[src/rtl/clk_div_ctrl.sv]
// Programmable clock-enable controller: glitch-free divided square wave plus half-period tick.
// Optional period counter output is enabled by defining CLK_DIV_CTRL_CNT_EN.
module clk_div_ctrl #(
    parameter int WIDTH       = 8,
    parameter int DEFAULT_DIV = 200
) (
    input  logic             clk_in,
    input  logic             rst,
    input  logic             run,
    input  logic [WIDTH-1:0] cfg_div,
    input  logic             cfg_valid,
    output logic             cfg_ready,
    output logic             cfg_err,
    output logic             div_clk,
    output logic             tick,
    output logic             busy
`ifdef CLK_DIV_CTRL_CNT_EN
    ,
    output logic [15:0]      period_cnt
`endif
);

    typedef enum logic [1:0] {
        ST_IDLE = 2'd0,
        ST_RUN  = 2'd1,
        ST_STOP = 2'd2
    } state_t;

    state_t           state_reg,      state_next;
    logic [WIDTH-1:0] count_reg,      count_next;
    logic [WIDTH-1:0] active_div_reg, active_div_next;
    logic [WIDTH-1:0] pend_div_reg,   pend_div_next;
    logic             pend_reg,       pend_next;
    logic             div_clk_reg,    div_clk_next;
    logic             tick_reg,       tick_next;
    logic             cfg_err_reg,    cfg_err_next;

    logic [WIDTH-1:0] half_m1;
    logic             at_boundary;
    logic             stopping;
    logic             cfg_take;
    logic             div_ok;

    assign half_m1     = (active_div_reg >> 1) - WIDTH'(1);
    assign at_boundary = (count_reg == half_m1);
    assign stopping    = (state_reg == ST_STOP) && !run;
    assign cfg_take    = cfg_valid && !pend_reg;
    // Even and non-zero implies >= 2.
    assign div_ok      = !cfg_div[0] && (cfg_div != '0);

    always_ff @(posedge clk_in or posedge rst) begin
        if (rst) begin
            state_reg      <= ST_IDLE;
            count_reg      <= '0;
            active_div_reg <= WIDTH'(DEFAULT_DIV);
            pend_div_reg   <= '0;
            pend_reg       <= 1'b0;
            div_clk_reg    <= 1'b0;
            tick_reg       <= 1'b0;
            cfg_err_reg    <= 1'b0;
        end else begin
            state_reg      <= state_next;
            count_reg      <= count_next;
            active_div_reg <= active_div_next;
            pend_div_reg   <= pend_div_next;
            pend_reg       <= pend_next;
            div_clk_reg    <= div_clk_next;
            tick_reg       <= tick_next;
            cfg_err_reg    <= cfg_err_next;
        end
    end

    always_comb begin
        state_next      = state_reg;
        count_next      = count_reg;
        active_div_next = active_div_reg;
        pend_div_next   = pend_div_reg;
        pend_next       = pend_reg;
        div_clk_next    = div_clk_reg;
        tick_next       = 1'b0;
        cfg_err_next    = 1'b0;

        case (state_reg)
            ST_IDLE: begin
                count_next   = '0;
                div_clk_next = 1'b0;
                if (pend_reg) begin
                    active_div_next = pend_div_reg;
                    pend_next       = 1'b0;
                end
                if (run) begin
                    state_next = ST_RUN;
                end
            end
            ST_RUN, ST_STOP: begin
                state_next = run ? ST_RUN : ST_STOP;
                if (at_boundary) begin
                    count_next = '0;
                    if (stopping && !div_clk_reg) begin
                        // Low half already finished: suppress the rising edge and park.
                        state_next = ST_IDLE;
                    end else begin
                        div_clk_next = !div_clk_reg;
                        tick_next    = 1'b1;
                        if (div_clk_reg) begin
                            // Falling edge closes a full period: safe point for a new factor.
                            if (pend_reg) begin
                                active_div_next = pend_div_reg;
                                pend_next       = 1'b0;
                            end
                            if (stopping) begin
                                state_next = ST_IDLE;
                            end
                        end
                    end
                end else begin
                    count_next = count_reg + WIDTH'(1);
                end
            end
            default: begin
                state_next   = ST_IDLE;
                count_next   = '0;
                div_clk_next = 1'b0;
            end
        endcase

        // pend_reg is low whenever a transfer happens, so this never collides with an apply.
        if (cfg_take) begin
            if (div_ok) begin
                pend_next     = 1'b1;
                pend_div_next = cfg_div;
            end else begin
                cfg_err_next = 1'b1;
            end
        end
    end

    assign cfg_ready = !pend_reg;
    assign cfg_err   = cfg_err_reg;
    assign div_clk   = div_clk_reg;
    assign tick      = tick_reg;
    assign busy      = (state_reg != ST_IDLE);

`ifdef CLK_DIV_CTRL_CNT_EN
    logic [15:0] period_cnt_reg;
    logic        full_period;
    logic        enter_run;

    assign full_period = (state_reg != ST_IDLE) && at_boundary && div_clk_reg;
    assign enter_run   = (state_reg == ST_IDLE) && run;

    always_ff @(posedge clk_in or posedge rst) begin
        if (rst) begin
            period_cnt_reg <= '0;
        end else if (enter_run) begin
            period_cnt_reg <= '0;
        end else if (full_period && (period_cnt_reg != 16'hFFFF)) begin
            period_cnt_reg <= period_cnt_reg + 16'd1;
        end
    end

    assign period_cnt = period_cnt_reg;
`endif

endmodule

[config.mk]
export PLATFORM = sky130hd
export DESIGN_NAME = clk_div_ctrl
export DESIGN_NICKNAME = d
export VERILOG_FILES = /design/src/rtl/clk_div_ctrl.sv
export SDC_FILE = /design/constraint.sdc
export NUM_CORES = 1
export LEC_CHECK = 0
export BUFFER_PORTS_ARGS = -buffer_cell sky130_fd_sc_hd__clkbuf_2
export CAP_MARGIN = 20
export CORE_AREA = 2 2 79 81
export CTS_BUF_LIST = sky130_fd_sc_hd__clkbuf_8 sky130_fd_sc_hd__clkbuf_16
export CTS_CLUSTER_DIAMETER = 80
export CTS_CLUSTER_SIZE = 16
export DETAILED_ROUTE_END_ITERATION = 10
export DIE_AREA = 0 0 81 83
export PLACE_DENSITY = 0.56
export SLEW_MARGIN = 20
export SYNTH_ARGS = -nofsm -noshare
export SYNTH_HDL_FRONTEND = slang
export SYNTH_SLANG_ARGS = --single-unit
[constraint.sdc]
create_clock -name clk_in -period 4.46 [get_ports clk_in]
set_clock_uncertainty 0.05 [all_clocks]
set_input_delay 0.669 -clock clk_in [delete_from_list [all_inputs] [get_ports clk_in]]
set_output_delay 0.669 -clock clk_in [all_outputs]
set_load 0.01 [all_outputs]
==> impl_metrics.env <==
export IMPL_final_common_cell="dfrtp_1"
export IMPL_postSynth_asyncResetShare=1.00
export IMPL_grt_pass1_vias=1220
export IMPL_io_buffers=16
export IMPL_maxSlewViolCount=0
export IMPL_syn_avg_cell_area_um2=9.82
export IMPL_clk_pin_slew_ns=0.10
export IMPL_cts_buffer_depth=2
export IMPL_syn_area_mm2=0.00172
export IMPL_die_width_um=81
export IMPL_cpLargestDelayFamily="simple AND/OR/NAND/NOR gates"
export IMPL_fmaxAchievable_ghz=0.350
export IMPL_critical_path_slowest_cell="nor4b_2"
export IMPL_initial_core_util=0.295
export IMPL_yosys_area_top_type="dfrtp_1"
export IMPL_dp_hpwl_mm=2.56
export IMPL_slew_headroom=0.420
export IMPL_finalSetupTns_ns=0
export IMPL_clkLatencyLatePin_ns=0.27
export IMPL_grt_pass1_wl_mm=5.73
export IMPL_timing_hold_ws_ns=0.375
export IMPL_cts_root_buf="clkbuf_8"
export IMPL_slowest_delay_ns=0.78
export IMPL_drtIter0Drc=16
export IMPL_yosys_area_top_type_share=0.364
export IMPL_vdd_drop_max_v=0.000392
export IMPL_h_tree_depth=1
export IMPL_synthCells=175
export IMPL_synth_nets=192
export IMPL_cp_end_kind="flip-flop"
export IMPL_hold_viol_final=0
export IMPL_rows=28
export IMPL_regArea_um2=704
export IMPL_drtPass1Iterations=4
export IMPL_dpl_cell_area_mm2=0.00186
export IMPL_dieArea_mm2=0.00672
export IMPL_critical_path_buf_inv_count=1
export IMPL_power_leakage_nw=0.826
export IMPL_hold_class="primary input to asynchronous set/reset pin"
export IMPL_track_usage=0.104
export IMPL_ys_warn_count=0
export IMPL_antenna_found_initial=0
export IMPL_vias_per_cell=4.94
export IMPL_routedWlPerCell_um=12.6
export IMPL_ys_seq_area_frac=0.410
export IMPL_yosys_cell_types_count=43
export IMPL_worst_pin_slew_ns=0.868
export IMPL_synth_ff_type="dfrtp_1"
export IMPL_coreArea_mm2=0.00582
export IMPL_ant_nets=0
export IMPL_synth_edff_count=0
export IMPL_ctsResizeCount=0
export IMPL_drc=0
export IMPL_synth_seq_cells=28
export IMPL_layout_worst_path_cycle_share=0.641
export IMPL_die_h_um=83
export IMPL_maxCapViolations=0
export IMPL_p_per_area_mw_per_mm2=611
export IMPL_crit_chain="inv_1 > ha_1 > and4bb_2 > o211ai_1 > nor4b_2 > o211ai_4 > a311o_1"
export IMPL_post_cts_buffers=0
export IMPL_clock_sinks=28
export IMPL_finalCriticalPeriod_ns=2.86
export IMPL_cp_required_ns=4.57
export IMPL_grt_max_degree=29
export IMPL_ioPinCount=17
export IMPL_worstSetupPathType="flip-flop to flip-flop"
export IMPL_numCtsBuffers=3
export IMPL_layout_drive_gt1_share=0.206
export IMPL_fillCellCount=641
export IMPL_finalSetupViolations=0
export IMPL_antenna_cells=0
export IMPL_worstPathArrival_ns=2.97
export IMPL_largest_reg_flops=8
export IMPL_grt_overflow_total=0
export IMPL_tritoncts="done"
export IMPL_rsz0062_at_grt="no"
export IMPL_status="finished, final reports clean"
export IMPL_final_cell_mix="dfrtp_1, nand2_1, clkbuf_2"
export IMPL_path_max_fanout=12
export IMPL_startpoint_type="flip-flop"
export IMPL_drt_total_wl_mm=3.32
export IMPL_area_growth_pct=11.6
export IMPL_num_vias=1303
export IMPL_nets=207
export IMPL_synth_area_leaders="dfrtp_1, dfstp_2, mux2_2"
export IMPL_ctsHoldBuffers=0
export IMPL_multiInputGateArea_um2=950
export IMPL_final_area_mm2=0.00192
export IMPL_gp_congestion=0.821
==> cell type report <==
type | count | area share
tap | 75 | 0.0490
inverter | 9 | 0.0176
multi-input combinational | 132 | 0.495
sequential | 28 | 0.367
clock buffer | 4 | 0.0287
timing repair buffer | 16 | 0.0418
==> report_power, final <==
group	switching [mW]	total (mW)	internal (mW)	leakage, nW
Clock	0.0787	0.158	0.0791	0.0288
Combinational	0.319	0.554	0.234	0.444
Sequential	0.106	0.461	0.355	0.353
==> cells by family after synthesis <==
| logic type | after synthesis | share of synthesized area |
|---|---|---|
| mux | 8 | 0.0517 |
| fa+ha+maj | 5 | 0.0364 |
| xor+xnor | 12 | 0.0612 |
| buf+inv | 15 | 0.0371 |
| flops | 28 | 0.410 |
| simple gates | 75 | 0.242 |
| compound gates | 32 | 0.162 |
==> metal layers <==
layer  vias up  routed length (um)  GRT usage
met5         -                   0          0
met3         5                  77     0.0130
met4         0                  36     0.0277
li1        667                   -          -
met1       613                1600      0.146
met2        18                1600      0.168
==> per-stage QoR <==
stage	power [mW]	util	worst slack [ns]	cells
global placement	1.01	0.320	1.69	260
global route	1.27	0.330	1.40	264
finish	1.17	0.330	1.60	264
CTS	1.18	0.330	1.58	264
floorplan	0.891	-	1.87	175
detailed placement	1.02	0.320	1.63	260
==> worst register-to-register path, delay by kind of cell (launching register included) <==
family          cells  cell delay (ns)
compound gates      3             0.80
flops               1             0.47
fa+ha+maj           1             0.31
buf+inv             1             0.09
simple gates        2             1.04
==> Yosys cell counts, drive strengths merged (2+ instances only) <==
| cell | number |
|---|---|
| dfrtp | 25 |
| nand2 | 21 |
| and3 | 10 |
| inv | 9 |
| o211ai | 9 |
| xnor2 | 9 |
| nand3 | 8 |
| nor2 | 8 |
| and2 | 7 |
| mux2 | 7 |
| o2111ai | 7 |
| clkbuf | 5 |
| ha | 5 |
| nor3 | 5 |
| o21ai | 4 |
| a21oi | 3 |
| dfstp | 3 |
| nor2b | 3 |
| xor2 | 3 |
| and3b | 2 |
| nor4 | 2 |
==> final timing paths <==
path,start,endpoint,slack (ns),cells past startpoint
max,active_div_reg[1],pend_reg,1.60,7
min,rst,count_reg[0],0.38,2
max reg2reg,active_div_reg[1],pend_reg,1.60,7
min reg2reg,pend_reg,cfg_err,0.45,1
max in group asynchronous,rst,active_div_reg[1],3.60,2
min in group clk_in,pend_reg,cfg_err,0.45,1
(Power assumes the default switching activity.)
